[src/rtl/mc_conunit.sv]
// Multi-cycle MIPS-subset control unit: decodes Op/Func, sequences IF/ID/EX/MEM/WB,
// traps illegal instructions and counts retired instructions.
module mc_conunit #(
  parameter int ALUC_W = 2,
  parameter int CNT_W  = 16
) (
  input  logic              Clk,
  input  logic              Rst,
  input  logic [5:0]        Op,
  input  logic [5:0]        Func,
  input  logic              Z,
  input  logic              Mrdy,
  output logic              Irwrite,
  output logic              Pcwrite,
  output logic [1:0]        Pcsrc,
  output logic              Regrt,
  output logic              Se,
  output logic              Aluqb,
  output logic              Reg2reg,
  output logic              Wreg,
  output logic              Wmem,
  output logic [ALUC_W-1:0] Aluc,
  output logic [2:0]        State,
  output logic              Trap,
  output logic [CNT_W-1:0]  Icount
);

  typedef enum logic [2:0] {
    S_IF   = 3'd0,
    S_ID   = 3'd1,
    S_EX   = 3'd2,
    S_MEM  = 3'd3,
    S_WB   = 3'd4,
    S_ILL  = 3'd5,
    S_BAD6 = 3'd6,
    S_BAD7 = 3'd7
  } state_t;

  localparam logic [1:0] ALU_ADD = 2'b00;
  localparam logic [1:0] ALU_SUB = 2'b01;
  localparam logic [1:0] ALU_AND = 2'b10;
  localparam logic [1:0] ALU_OR  = 2'b11;

  state_t           state_q, state_d;
  logic [CNT_W-1:0] icount_q, icount_d;

  logic is_r, r_add, r_sub, r_and, r_or;
  logic is_addi, is_andi, is_ori, is_lw, is_sw, is_beq, is_bne, is_j;
  logic is_alu, is_legal;
  logic [1:0] alu_op;
  logic retire;
  logic irwrite_c, pcwrite_c, wreg_c, wmem_c;

  always_comb begin
    is_r     = (Op == 6'b000000);
    r_add    = is_r && (Func == 6'b100000);
    r_sub    = is_r && (Func == 6'b100010);
    r_and    = is_r && (Func == 6'b100100);
    r_or     = is_r && (Func == 6'b100101);
    is_addi  = (Op == 6'b001000);
    is_andi  = (Op == 6'b001100);
    is_ori   = (Op == 6'b001101);
    is_lw    = (Op == 6'b100011);
    is_sw    = (Op == 6'b101011);
    is_beq   = (Op == 6'b000100);
    is_bne   = (Op == 6'b000101);
    is_j     = (Op == 6'b000010);
    is_alu   = r_add || r_sub || r_and || r_or || is_addi || is_andi || is_ori;
    is_legal = is_alu || is_lw || is_sw || is_beq || is_bne || is_j;
  end

  // Datapath selects are pure decode; they are only consumed in ID through WB.
  always_comb begin
    Regrt = !is_r;
    Se    = !(is_andi || is_ori);
    Aluqb = is_addi || is_andi || is_ori || is_lw || is_sw;
    if (r_sub || is_beq || is_bne)    alu_op = ALU_SUB;
    else if (r_and || is_andi)        alu_op = ALU_AND;
    else if (r_or || is_ori)          alu_op = ALU_OR;
    else                              alu_op = ALU_ADD;
    Aluc      = '0;
    Aluc[1:0] = alu_op;
  end

  always_comb begin
    state_d   = state_q;
    irwrite_c = 1'b0;
    pcwrite_c = 1'b0;
    wreg_c    = 1'b0;
    wmem_c    = 1'b0;
    Pcsrc     = 2'b00;
    Reg2reg   = 1'b0;
    retire    = 1'b0;
    Trap      = 1'b0;
    unique case (state_q)
      S_IF: begin
        if (Mrdy) begin
          irwrite_c = 1'b1;
          pcwrite_c = 1'b1;
          state_d   = S_ID;
        end
      end
      S_ID: begin
        if (is_j) begin
          pcwrite_c = 1'b1;
          Pcsrc     = 2'b10;
          retire    = 1'b1;
          state_d   = S_IF;
        end else if (!is_legal) begin
          state_d = S_ILL;
        end else begin
          state_d = S_EX;
        end
      end
      S_EX: begin
        if (is_alu) begin
          state_d = S_WB;
        end else if (is_lw || is_sw) begin
          state_d = S_MEM;
        end else if (is_beq || is_bne) begin
          Pcsrc     = 2'b01;
          pcwrite_c = (is_beq && Z) || (is_bne && !Z);
          retire    = 1'b1;
          state_d   = S_IF;
        end else begin
          // The instruction register changed under us: treat as illegal.
          state_d = S_ILL;
        end
      end
      S_MEM: begin
        if (is_sw) begin
          wmem_c = 1'b1;
          if (Mrdy) begin
            retire  = 1'b1;
            state_d = S_IF;
          end
        end else if (is_lw) begin
          if (Mrdy) state_d = S_WB;
        end else begin
          state_d = S_ILL;
        end
      end
      S_WB: begin
        wreg_c  = 1'b1;
        Reg2reg = is_lw;
        retire  = 1'b1;
        state_d = S_IF;
      end
      S_ILL: begin
        Trap = 1'b1;
      end
      default: begin
        state_d = S_IF;
      end
    endcase
  end

  always_comb begin
    Irwrite = irwrite_c && !Rst;
    Pcwrite = pcwrite_c && !Rst;
    Wreg    = wreg_c && !Rst;
    Wmem    = wmem_c && !Rst;
    State   = state_q;
    Icount  = icount_q;
    icount_d = retire ? (icount_q + CNT_W'(1)) : icount_q;
  end

  always_ff @(posedge Clk) begin
    if (Rst) begin
      state_q  <= S_IF;
      icount_q <= '0;
    end else begin
      state_q  <= state_d;
      icount_q <= icount_d;
    end
  end

endmodule

[config.mk]
export PLATFORM = sky130hd
export DESIGN_NAME = mc_conunit
export DESIGN_NICKNAME = d
export VERILOG_FILES = /design/src/rtl/mc_conunit.sv
export SDC_FILE = /design/constraint.sdc
export NUM_CORES = 1
export LEC_CHECK = 0
export ABC_AREA = 1
export ABC_CLOCK_PERIOD_IN_PS = 2900
export CAP_MARGIN = 20
export CORE_MARGIN = 2
export CORE_UTILIZATION = 45
export DETAILED_ROUTE_END_ITERATION = 10
export PLACE_DENSITY_LB_ADDON = 0.1
export SYNTH_ARGS = -nofsm -noshare
export SYNTH_HDL_FRONTEND = slang
export SYNTH_SLANG_ARGS = --single-unit
[constraint.sdc]
create_clock -name Clk -period 2.9 [get_ports Clk]
set_input_delay 0.29 -clock Clk [delete_from_list [all_inputs] [get_ports Clk]]
set_output_delay 0.29 -clock Clk [all_outputs]
set_load 0.005 [all_outputs]
Word-level counts from Yosys, hierarchy flattened

Index checks and enable logic that the tools add are counted.

Bits in registers: 19
Bits of input ports: 16
Output and inout bits: 32

Add/subtract/negate cells: 1
Equality and inequality tests: 20
Muxes and demuxes: 36
Bitwise operators: 1
Reduce and logical (&&, ||, !) cells: 40

Operators by type and width:

| operator              | number |
|---|---|
| $eq 6x6->1 const B    | 6 |
| $mux 3                | 10 |
| $logic_or 1x1->1      | 23 |
| $eq 6x4->1 const B    | 3 |
| $mux 1                | 18 |
| $add 16x1->16 const B | 1 |
| $pmux 3 s5            | 1 |
| $eq 6x3->1 const B    | 2 |
| $logic_and 1x1->1     | 10 |
| $mux 2                | 4 |
| $eq 3x2->1 const B    | 2 |
| $eq 3x3->1 const B    | 2 |
| $eq 6x2->1 const B    | 1 |
| $logic_not 6->1       | 1 |
| $ne 3x3->1 const B    | 2 |
| $logic_not 1->1       | 4 |
| $pmux 1 s4            | 1 |
| $pmux 2 s2            | 1 |
| $reduce_and 4->1      | 1 |
| $eq 3x1->1 const B    | 1 |
| $logic_not 3->1       | 1 |
| $pmux 1 s3            | 1 |
| $ne 2x2->1 const B    | 1 |
| $not 1->1             | 1 |

Depth between registers and ports, before layout

Gate-level depths: netlist of the first run.

Word-level depth: 16
Mapped depth: 12
Depth with buffers taken out: 12

Worst setup path before layout of the first run

Ideal clock, no wire load.

Path kind: register to register
From: register state_q[0] (netlist: State[0])
To: register icount_q[12] (netlist: Icount[12])
Library setup time: 133 ps
Arrival: 1382 ps
Setup slack: 1386 ps
Cell stages (with the launch flop): 10
Cells stage by stage: dfxtp_1 > inv_2 > nor3_4 > inv_2 > or2_4 > o21ai_4 > nor2_8 > buf_6 > nor3_1 > nor3_1

Cells in the longest elaborated chain, start to end: 2
Elaborated cells between the ends (all ways): 5
Those cells by class: 4 x eq/ne; 1 x mux

RTL lines:

| element                                  | line | text |
|---|---|---|
| start: declaration                       | 44   | `state_t state_q, state_d;` |
| start signal: assignment                 | 173  | `state_q <= state_d;` |
| $eq 3x3->1, or another cell as far along | 95   | `unique case (state_q)` |
| $pmux 1 s4 (*)                           | 95   |  |
| end signal: assignment                   | 174  | `icount_q <= icount_d;` |
| end: declaration                         | 45   | `logic [CNT_W-1:0] icount_q, icount_d;` |

Every way passes the cells marked *; elsewhere a longest branch is shown, timed or not.
A chain may end at the register's enable or synchronous reset.

Final worst setup path of the first run

From: input port Op[3]
To: output port Pcwrite

Cells in the longest elaborated chain, start to end: 11
Elaborated cells between the ends (all ways): 30
Those cells by class: 8 x eq/ne; 5 x mux; 17 x reduce/logical

RTL lines:

| element                              | line   | text |
|---|---|---|
| start: declaration                   | 9      | `input logic [5:0] Op,` |
| $logic_not 6->1                      | 55     | `is_r = (Op == 6'b000000);` |
| $logic_and 1x1->1 (on tied branches) | 56, 57 |  |
| $logic_or 1x1->1 (6 in series)       | 68     | `is_alu = r_add \|\| r_sub \|\| r_and \|\| r_or \|\| is_addi \|\| is_andi \|\| is_ori;` |
| $mux 1                               | 116    | `if (is_alu) begin` |
| $pmux 1 s3 (*)                       | 95     |  |
| $logic_and 1x1->1 (*)                | 160    | `Pcwrite = pcwrite_c && !Rst;` |
| end: declaration                     | 14     | `output logic Pcwrite,` |

Marked as above.

==> impl_results.html, run 1 <==
<table>
<tr><th>Metric</th><th>Value</th></tr>
<tr><th colspan="2">Outcome</th></tr>
<tr><td>Run status</td><td>finished, final reports clean</td></tr>
<tr><th colspan="2">Finish</th></tr>
<tr><td>ANT cells</td><td>0</td></tr>
<tr><td>Sequential Area</td><td>about 380 um2</td></tr>
<tr><td>Post-route standard cell area excluding fillers</td><td>a little under 2000 um2</td></tr>
<tr><td>Area of combinational cells with multiple inputs</td><td>847 um2</td></tr>
<tr><td>Final standard cell utilization of the core</td><td>0.640</td></tr>
<tr><td>Fill cell instance count of the final layout</td><td>between 200 and 300</td></tr>
<tr><td>Area delta synth-&gt;final</td><td>35.9%</td></tr>
<tr><td>Fraction of layout instances using a drive strength above 1</td><td>0.0691</td></tr>
<tr><td>Net total in the final layout</td><td>just under 300</td></tr>
<tr><th colspan="2">Setup path</th></tr>
<tr><td>Minimum setup slack among reg-to-reg paths</td><td>1.20 ns</td></tr>
<tr><td>Crit path largest cell delay</td><td>0.52 ns</td></tr>
<tr><td>Kind of end point of the critical path</td><td>output port</td></tr>
<tr><td>Critical-path cell with the highest stage delay</td><td>sky130_fd_sc_hd__clkdlybuf4s50_1</td></tr>
<tr><td>Worst Setup SP</td><td>Op[3]</td></tr>
<tr><td>Cell-by-cell listing of the critical path</td><td>clkdlybuf4s50_1 -&gt; nor2_1 -&gt; nand4_1 -&gt; or2_4 -&gt; inv_1 -&gt; a21oi_1 -&gt; a21oi_1 -&gt; clkdlybuf4s50_1</td></tr>
<tr><td>Endpoint of the most critical setup path</td><td>Pcwrite</td></tr>
<tr><td>Highest net fanout along the worst path</td><td>6</td></tr>
<tr><td>Setup crit start kind</td><td>primary input</td></tr>
<tr><td>Critical Setup Path Class</td><td>in2out</td></tr>
<tr><td>Critical path data required time</td><td>~2.6 ns</td></tr>
<tr><td>Worst reg2reg path depth</td><td>10</td></tr>
<tr><td>R2r endpoint</td><td>Icount[6]</td></tr>
<tr><td>Reg-to-reg startpoint</td><td>State[2]</td></tr>
<tr><td>Worst Path Arrival</td><td>approximately 2.2 ns</td></tr>
<tr><th colspan="2">Global routing</th></tr>
<tr><td>Largest net degree at the start of global routing</td><td>18</td></tr>
<tr><td>Residual overflow from global routing</td><td>0</td></tr>
<tr><td>Number of global-route vias before repair</td><td>about 1300</td></tr>
<tr><td>Initial antenna violation count</td><td>0</td></tr>
<tr><td>Total global-route track usage</td><td>0.184</td></tr>
<tr><td>Global-route wire length before repair</td><td>~5200 um</td></tr>
<tr><th colspan="2">Drt</th></tr>
<tr><td>Detailed-route DRC error count</td><td>0</td></tr>
<tr><td>First-pass detailed-route iteration total</td><td>4</td></tr>
<tr><td>Total routed wirelength</td><td>about 3200 um</td></tr>
<tr><td>DR iter-0 viols</td><td>roughly 100</td></tr>
<tr><td>Vias per std cell</td><td>4.84</td></tr>
<tr><td>Routed WL per cell</td><td>~10 um</td></tr>
<tr><td>Routed via count</td><td>1543</td></tr>
<tr><td>Remaining number of nets flagged by the antenna check after routing</td><td>0</td></tr>
<tr><th colspan="2">STA</th></tr>
<tr><td>Number of max-slew violations in the final report</td><td>0</td></tr>
<tr><td>Worst slew margin relative to its limit</td><td>0.714</td></tr>
<tr><td>Max Clock Skew</td><td>0.00167 ns</td></tr>
<tr><td>Hold Vio Cnt, Final</td><td>0</td></tr>
<tr><td>Max frequency</td><td>~0.4 GHz</td></tr>
<tr><td>Final period util</td><td>0.872</td></tr>
<tr><td>Setup repair after global routing missed its margin</td><td>no</td></tr>
<tr><td>Worst-margin pin slew</td><td>0.425 ns</td></tr>
<tr><td>Final-report setup violation count</td><td>0</td></tr>
<tr><td>Final critical path time including I/O delays and setup</td><td>2.53 ns</td></tr>
<tr><td>PnR worst setup slack</td><td>~0.37 ns</td></tr>
<tr><td>Total Negative Setup Slacks</td><td>0 ns</td></tr>
<tr><td>Smallest hold slack</td><td>0.497 ns</td></tr>
<tr><th colspan="2">Clock network</th></tr>
<tr><td>Gates resized, CTS repair</td><td>0</td></tr>
<tr><td>Clock Pin Slew Worst Setup and Hold Paths</td><td>about 0.10 ns</td></tr>
<tr><td>Number of buffers created by CTS</td><td>3</td></tr>
<tr><td>Buffers inserted during post-CTS setup optimization</td><td>0</td></tr>
<tr><td>Number of H-tree branching levels</td><td>1</td></tr>
<tr><td>Clock tree from TritonCTS</td><td>done</td></tr>
<tr><td>Number of buffers on the longest clock path</td><td>2</td></tr>
<tr><td>Number of clock sinks seen by CTS</td><td>19</td></tr>
<tr><td>Later-pin clock latency in the skew report</td><td>0.29 ns</td></tr>
<tr><td>Clock tree root buffer cell</td><td>sky130_fd_sc_hd__clkbuf_4</td></tr>
<tr><td>Hold buffers post-CTS</td><td>0</td></tr>
<tr><th colspan="2">Die</th></tr>
<tr><td>Horiz. Die Dim</td><td>roughly 60 um</td></tr>
<tr><td>Die height</td><td>between 60 and 70 um</td></tr>
<tr><td>Top-level I/O count</td><td>48</td></tr>
<tr><td>Core area</td><td>3030 um2</td></tr>
<tr><td>Core Rows</td><td>20</td></tr>
<tr><td>Initial core utilization</td><td>0.471</td></tr>
<tr><td>Total Die Area</td><td>3630 um2</td></tr>
<tr><th colspan="2">Yosys</th></tr>
<tr><td>Total of flip-flops plus latches after synthesis</td><td>19</td></tr>
<tr><td>Share of synthesized registers carrying an async set or reset</td><td>0</td></tr>
<tr><td>Sequential element share of the synthesized area</td><td>0.267</td></tr>
<tr><td>Largest cells by area after synthesis</td><td>sky130_fd_sc_hd__dfxtp_1 (27%), sky130_fd_sc_hd__nor2_1 (11%), sky130_fd_sc_hd__nand2_1 (11%)</td></tr>
<tr><td>Number of synthesized flops with an enable pin</td><td>0</td></tr>
<tr><td>Share of the synthesized area in the top cell type</td><td>0.267</td></tr>
<tr><td>Synth warn</td><td>0</td></tr>
<tr><td>Cells after Synth</td><td>approximately 230</td></tr>
<tr><td>Dominant cell by count in the synthesized netlist</td><td>sky130_fd_sc_hd__nor2_1</td></tr>
<tr><td>Most numerous cell types in the synthesized netlist</td><td>sky130_fd_sc_hd__nor2_1 (43), sky130_fd_sc_hd__nand2_1 (40), sky130_fd_sc_hd__inv_1 (36)</td></tr>
<tr><td>Top cell type by total area after synthesis</td><td>sky130_fd_sc_hd__dfxtp_1</td></tr>
<tr><td>Syn nets</td><td>245</td></tr>
<tr><td>Count of different cell masters after synthesis</td><td>33</td></tr>
<tr><td>Prevailing post-synth register cell</td><td>sky130_fd_sc_hd__dfxtp_1</td></tr>
<tr><td>Post-synthesis area per instance</td><td>between 6 and 7 um2</td></tr>
<tr><td>Summed instance area of the synthesized netlist</td><td>approximately 1400 um2</td></tr>
<tr><th colspan="2">Hold path</th></tr>
<tr><td>Worst min-delay path category</td><td>reg2reg</td></tr>
<tr><td>Min-Delay Path Depth</td><td>2</td></tr>
<tr><td>Hold path startpoint</td><td>Icount[15]</td></tr>
<tr><th colspan="2">Flow run</th></tr>
<tr><td>Number of max-capacitance violations reported</td><td>0</td></tr>
<tr><th colspan="2">Pwr</th></tr>
<tr><td>VDD IR max</td><td>0.190 mV</td></tr>
<tr><td>Static Leak</td><td>just over 0.8 nW</td></tr>
<tr><td>Power density cells</td><td>between 300 and 400 nW/um2</td></tr>
<tr><th colspan="2">Placement</th></tr>
<tr><td>Post-DP Area</td><td>between 1500 and 2000 um2</td></tr>
<tr><td>Number of buffers inserted by port buffering</td><td>between 40 and 50</td></tr>
<tr><td>Detailed placement HPWL</td><td>between 2000 and 3000 um</td></tr>
<tr><td>Worst slack at placement</td><td>around 0.40 ns</td></tr>
<tr><td>Routability congestion estimate from global placement</td><td>0.822</td></tr>
</table>
[worst min-delay path by stage]
stage	endpoint	slack, ns
global placement	Icount[0]	0.47
floorplan	Icount[0]	0.47
CTS	Icount[15]	0.50
detailed placement	Icount[15]	0.48
global route	Icount[15]	0.51
finish	Icount[15]	0.50
[cell type report]
class,count,area share
Clock buffer,4,0.0136
Inverter,40,0.0814
Multi-Input combinational cell,165,0.437
Sequential cell,19,0.196
Tap cell,44,0.0284
Timing Repair Buffer,47,0.243
[state kept, by name (all words and copies together), names as in the netlist]
signal and count:
Icount 16, State 3
[cell families (layout without fill, tap and decap cells)]
logic type / Yosys count / count (layout) / synth area share
buffers and inverters: 44 / 91 / 0.139
adders and majority gates: 1 / 1 / 0.00878
DFF: 19 / 19 / 0.267
AOI/OAI and AO/OA: 25 / 25 / 0.102
and+or+nand+nor: 136 / 136 / 0.465
xor gates and xnor gates: 3 / 3 / 0.0184
[power breakdown]
| part | internal [mW] | switching, mW |
|---|---|---|
| Combinational | 0.101 | 0.119 |
| Clock | 0.0535 | 0.0779 |
| Sequential | 0.274 | 0.0223 |
| Total | 0.428 | 0.220 |
[critical path, delay by kind of cell]
family	cells	cell delay (ns)
buffers and inverters	3	1.11
AOI/OAI and AO/OA	2	0.18
and+or+nand+nor	3	0.65
[cell usage in the layout, fill, tap and decap left out, types with 3 or more instances in the layout]
master,Yosys,routed
sky130_fd_sc_hd__nand3_1,21,21
sky130_fd_sc_hd__a21oi_1,11,11
sky130_fd_sc_hd__nand2_1,40,40
sky130_fd_sc_hd__o21ai_0,10,10
sky130_fd_sc_hd__inv_2,3,3
sky130_fd_sc_hd__nor2_1,43,43
sky130_fd_sc_hd__nand4_1,7,7
sky130_fd_sc_hd__dfxtp_1,19,19
sky130_fd_sc_hd__clkbuf_4,0,3
sky130_fd_sc_hd__clkdlybuf4s50_1,0,47
sky130_fd_sc_hd__nor3_1,10,10
sky130_fd_sc_hd__inv_1,36,36
[stage by stage]
| stage | power (mW) | instances |
|---|---|---|
| 2_1_floorplan | 0.442 | 228 |
| 6_report | 0.647 | 319 |
| 3_3_place_gp | 0.519 | 315 |
| 5_1_grt | 0.693 | 319 |
| 4_1_cts | 0.654 | 319 |
| 3_5_place_dp | 0.521 | 315 |
[layer usage]
metal  GRT usage  vias up  wire length (um)
met5           0        -                 0
met1       0.265      661              1590
met4      0.0317        0                14
met3      0.0433        2               184
met2       0.281       47              1460
li1            -      833                 -
Note: power is estimated with default switching activity, not from simulation.
==> run 2: changes to the inputs <==
--- a/config.mk
+++ b/config.mk
@@ -11,6 +11,7 @@
 export CORE_MARGIN = 2
 export CORE_UTILIZATION = 45
 export DETAILED_ROUTE_END_ITERATION = 10
+export HOLD_SLACK_MARGIN = 0.15
 export PLACE_DENSITY_LB_ADDON = 0.1
 export SYNTH_ARGS = -nofsm -noshare
 export SYNTH_HDL_FRONTEND = slang
==> results of run 2 <==
Final layout, timing and power as in run 1 (identical DEF).
==> run 3: changes to the inputs <==
--- a/config.mk
+++ b/config.mk
@@ -9,8 +9,9 @@
 export ABC_CLOCK_PERIOD_IN_PS = 2900
 export CAP_MARGIN = 20
 export CORE_MARGIN = 2
-export CORE_UTILIZATION = 45
+export CORE_UTILIZATION = 44
 export DETAILED_ROUTE_END_ITERATION = 10
+export GPL_TIMING_DRIVEN = 0
 export HOLD_SLACK_MARGIN = 0.15
 export PLACE_DENSITY_LB_ADDON = 0.1
 export SYNTH_ARGS = -nofsm -noshare
==> run 3 against run 2 <==
Clock skew rose by 0.00076 ns. Clock power up 5%. First-iteration DRC count down 22%. Design area rose by 2.1%. Wire length increased by 2.5%. Combinational power up 8%. Sequential power about the same.
==> impl_results.html, run 3 (synthesized netlist as in run 1, its figures left out) <==
<table>
<tr><th>Metric</th><th>Value</th></tr>
<tr><th colspan="2">Setup path</th></tr>
<tr><td>Worst Setup SP</td><td>Op[3]</td></tr>
<tr><td>Critical-path cell with the highest stage delay</td><td>sky130_fd_sc_hd__clkdlybuf4s50_1</td></tr>
<tr><td>Reg-to-reg startpoint</td><td>State[1]</td></tr>
<tr><td>Cell-by-cell listing of the critical path</td><td>clkdlybuf4s50_1 -&gt; nor2_1 -&gt; nand4_1 -&gt; or2_4 -&gt; inv_1 -&gt; a21oi_1 -&gt; a21oi_1 -&gt; clkdlybuf4s50_1</td></tr>
<tr><td>WP depth</td><td>8</td></tr>
<tr><td>Highest net fanout along the worst path</td><td>6</td></tr>
<tr><td>Setup crit start kind</td><td>primary input</td></tr>
<tr><td>Critical Setup Path Class</td><td>in2out</td></tr>
<tr><td>Critical path data required time</td><td>approximately 2.6 ns</td></tr>
<tr><td>Worst Path Arrival</td><td>around 2.3 ns</td></tr>
<tr><td>Critical path buffer and inverter count</td><td>3</td></tr>
<tr><td>Largest delay contributor family on the critical path</td><td>buffers and inverters</td></tr>
<tr><td>Endpoint of the most critical setup path</td><td>Pcwrite</td></tr>
<tr><td>Crit path largest cell delay</td><td>between 0.5 and 0.6 ns</td></tr>
<tr><td>Worst reg2reg path depth</td><td>8</td></tr>
<tr><td>Minimum setup slack among reg-to-reg paths</td><td>between 1 and 1.5 ns</td></tr>
<tr><td>R2r endpoint</td><td>Icount[3]</td></tr>
<tr><td>Kind of end point of the critical path</td><td>output port</td></tr>
<tr><th colspan="2">Die</th></tr>
<tr><td>Core Rows</td><td>20</td></tr>
<tr><td>Die height</td><td>about 60 um</td></tr>
<tr><td>Top-level I/O count</td><td>between 40 and 50</td></tr>
<tr><td>Horiz. Die Dim</td><td>around 61 um</td></tr>
<tr><td>Initial core utilization</td><td>0.463</td></tr>
<tr><td>Total Die Area</td><td>roughly 3700 um2</td></tr>
<tr><td>Core area</td><td>between 3000 and 4000 um2</td></tr>
<tr><th colspan="2">Finish</th></tr>
<tr><td>Area delta synth-&gt;final</td><td>38.7%</td></tr>
<tr><td>Fraction of layout instances using a drive strength above 1</td><td>0.0789</td></tr>
<tr><td>Net total in the final layout</td><td>between 200 and 300</td></tr>
<tr><td>Number of flip-flops under the largest register name</td><td>16</td></tr>
<tr><td>Most frequent cells in the layout</td><td>sky130_fd_sc_hd__clkdlybuf4s50_1 (47), sky130_fd_sc_hd__nor2_1 (43), sky130_fd_sc_hd__nand2_1 (40)</td></tr>
<tr><td>Most common cell after layout, fill and taps aside</td><td>sky130_fd_sc_hd__clkdlybuf4s50_1</td></tr>
<tr><td>ANT cells</td><td>0</td></tr>
<tr><th colspan="2">Placement</th></tr>
<tr><td>Number of buffers inserted by port buffering</td><td>47</td></tr>
<tr><td>Worst slack at placement</td><td>around 0.37 ns</td></tr>
<tr><td>Detailed placement HPWL</td><td>2600 um</td></tr>
<tr><td>Routability congestion estimate from global placement</td><td>between 0.8 and 0.9</td></tr>
<tr><th colspan="2">STA</th></tr>
<tr><td>Final-report setup violation count</td><td>0</td></tr>
<tr><td>Max frequency</td><td>a little under 0.4 GHz</td></tr>
<tr><td>Final critical path time including I/O delays and setup</td><td>2.54 ns</td></tr>
<tr><td>Hold Vio Cnt, Final</td><td>0</td></tr>
<tr><td>Final period util</td><td>0.875</td></tr>
<tr><td>Total Negative Setup Slacks</td><td>0 ns</td></tr>
<tr><td>Number of max-slew violations in the final report</td><td>0</td></tr>
<tr><td>Worst slew margin relative to its limit</td><td>0.687</td></tr>
<tr><td>Worst-margin pin slew</td><td>0.470 ns</td></tr>
<tr><td>PnR worst setup slack</td><td>around 0.36 ns</td></tr>
<tr><td>Max Clock Skew</td><td>around 0.0024 ns</td></tr>
<tr><td>Setup repair after global routing missed its margin</td><td>no</td></tr>
<tr><th colspan="2">Outcome</th></tr>
<tr><td>Run status</td><td>finished, final reports clean</td></tr>
<tr><th colspan="2">Clock network</th></tr>
<tr><td>Clock Pin Slew Worst Setup and Hold Paths</td><td>0.11 ns</td></tr>
<tr><td>Gates resized, CTS repair</td><td>0</td></tr>
<tr><td>Number of clock sinks seen by CTS</td><td>19</td></tr>
<tr><td>Later-pin clock latency in the skew report</td><td>approximately 0.30 ns</td></tr>
<tr><td>Hold buffers post-CTS</td><td>0</td></tr>
<tr><td>Number of buffers on the longest clock path</td><td>2</td></tr>
<tr><td>Clock tree root buffer cell</td><td>sky130_fd_sc_hd__clkbuf_4</td></tr>
<tr><td>Buffers inserted during post-CTS setup optimization</td><td>0</td></tr>
<tr><td>Clock tree from TritonCTS</td><td>done</td></tr>
<tr><td>Number of buffers created by CTS</td><td>3</td></tr>
<tr><td>Number of H-tree branching levels</td><td>1</td></tr>
<tr><th colspan="2">Pwr</th></tr>
<tr><td>Power density cells</td><td>approximately 340 nW/um2</td></tr>
<tr><td>VDD IR max</td><td>roughly 0.18 mV</td></tr>
<tr><td>Static Leak</td><td>roughly 0.83 nW</td></tr>
<tr><th colspan="2">Drt</th></tr>
<tr><td>First-pass detailed-route iteration total</td><td>4</td></tr>
<tr><td>DR iter-0 viols</td><td>81</td></tr>
<tr><td>Detailed-route DRC error count</td><td>0</td></tr>
<tr><td>Vias per std cell</td><td>~4.9</td></tr>
<tr><td>Routed WL per cell</td><td>10.3 um</td></tr>
<tr><td>Total routed wirelength</td><td>roughly 3300 um</td></tr>
<tr><td>Routed via count</td><td>between 1500 and 2000</td></tr>
<tr><td>Remaining number of nets flagged by the antenna check after routing</td><td>0</td></tr>
<tr><th colspan="2">Global routing</th></tr>
<tr><td>Residual overflow from global routing</td><td>0</td></tr>
<tr><td>Total global-route track usage</td><td>0.198</td></tr>
<tr><td>Largest net degree at the start of global routing</td><td>11</td></tr>
<tr><td>Number of global-route vias before repair</td><td>~1400</td></tr>
<tr><td>Initial antenna violation count</td><td>0</td></tr>
<tr><td>Global-route wire length before repair</td><td>~5600 um</td></tr>
<tr><th colspan="2">Hold path</th></tr>
<tr><td>Worst min-delay path category</td><td>reg2reg</td></tr>
<tr><th colspan="2">Flow run</th></tr>
<tr><td>Number of max-capacitance violations reported</td><td>0</td></tr>
</table>
-- run 3: worst min-delay path by stage --
stage                           from          to  slack, ns  cells past startpoint
after floorplan                  Rst   Icount[0]       0.47                      3
final                     Icount[15]  Icount[15]       0.50                      2
after global placement    Icount[15]  Icount[15]       0.48                      2
after detailed placement  Icount[15]  Icount[15]       0.49                      2
after global routing      Icount[15]  Icount[15]       0.54                      2
after CTS                 Icount[15]  Icount[15]       0.50                      2
-- run 3: worst reg2reg max path: stages, from the launching register on --
cell,delay [ns]
sky130_fd_sc_hd__dfxtp_1,0.47
sky130_fd_sc_hd__inv_1,0.13
sky130_fd_sc_hd__nor3_2,0.23
sky130_fd_sc_hd__inv_2,0.12
sky130_fd_sc_hd__o21ai_4,0.20
sky130_fd_sc_hd__nor2_8,0.08
sky130_fd_sc_hd__buf_6,0.14
sky130_fd_sc_hd__o21ai_0,0.16
sky130_fd_sc_hd__nor2_1,0.07
-- run 3: routing by layer --
layer	routed length, um	share of wire	vias to the layer above	track usage
met1	1710	0.51	684	0.277
li1	-	-	846	-
met2	1410	0.42	40	0.304
met5	0	0	-	0
met3	151	0.045	7	0.0469
met4	55	0.017	0	0.0559
-- run 3: report_power, final --
part           leakage (nW)  switching (mW)  internal (mW)
registers             0.153          0.0215          0.274
logic                 0.660           0.122          0.114
clock network        0.0150          0.0836         0.0537
total                 0.828           0.227          0.442
-- run 3: final cells by class --
type	instances	area (um2)
Fill cell	300	1100
Buffer	4	40.0
Inverter	40	158
Tap cell	44	55.1
Timing Repair Buffer	47	470
Multi-Input combinational cell	165	847
Sequential cell	19	380
Clock buffer	4	26.3
-- run 3: stage by stage --
| step | hold slack, ns | util | power [mW] | std cells | area (um2) |
|---|---|---|---|---|---|
| final | 0.498 | 0.642 | 0.669 | 323 | 1980 |
| after global routing | 0.543 | 0.642 | 0.717 | 323 | 1980 |
| after CTS | 0.501 | 0.642 | 0.675 | 323 | 1980 |
| after detailed placement | 0.485 | 0.634 | 0.539 | 319 | 1950 |
| after global placement | 0.482 | 0.634 | 0.537 | 319 | 1950 |
| after floorplan | 0.473 | - | 0.442 | 228 | 1430 |
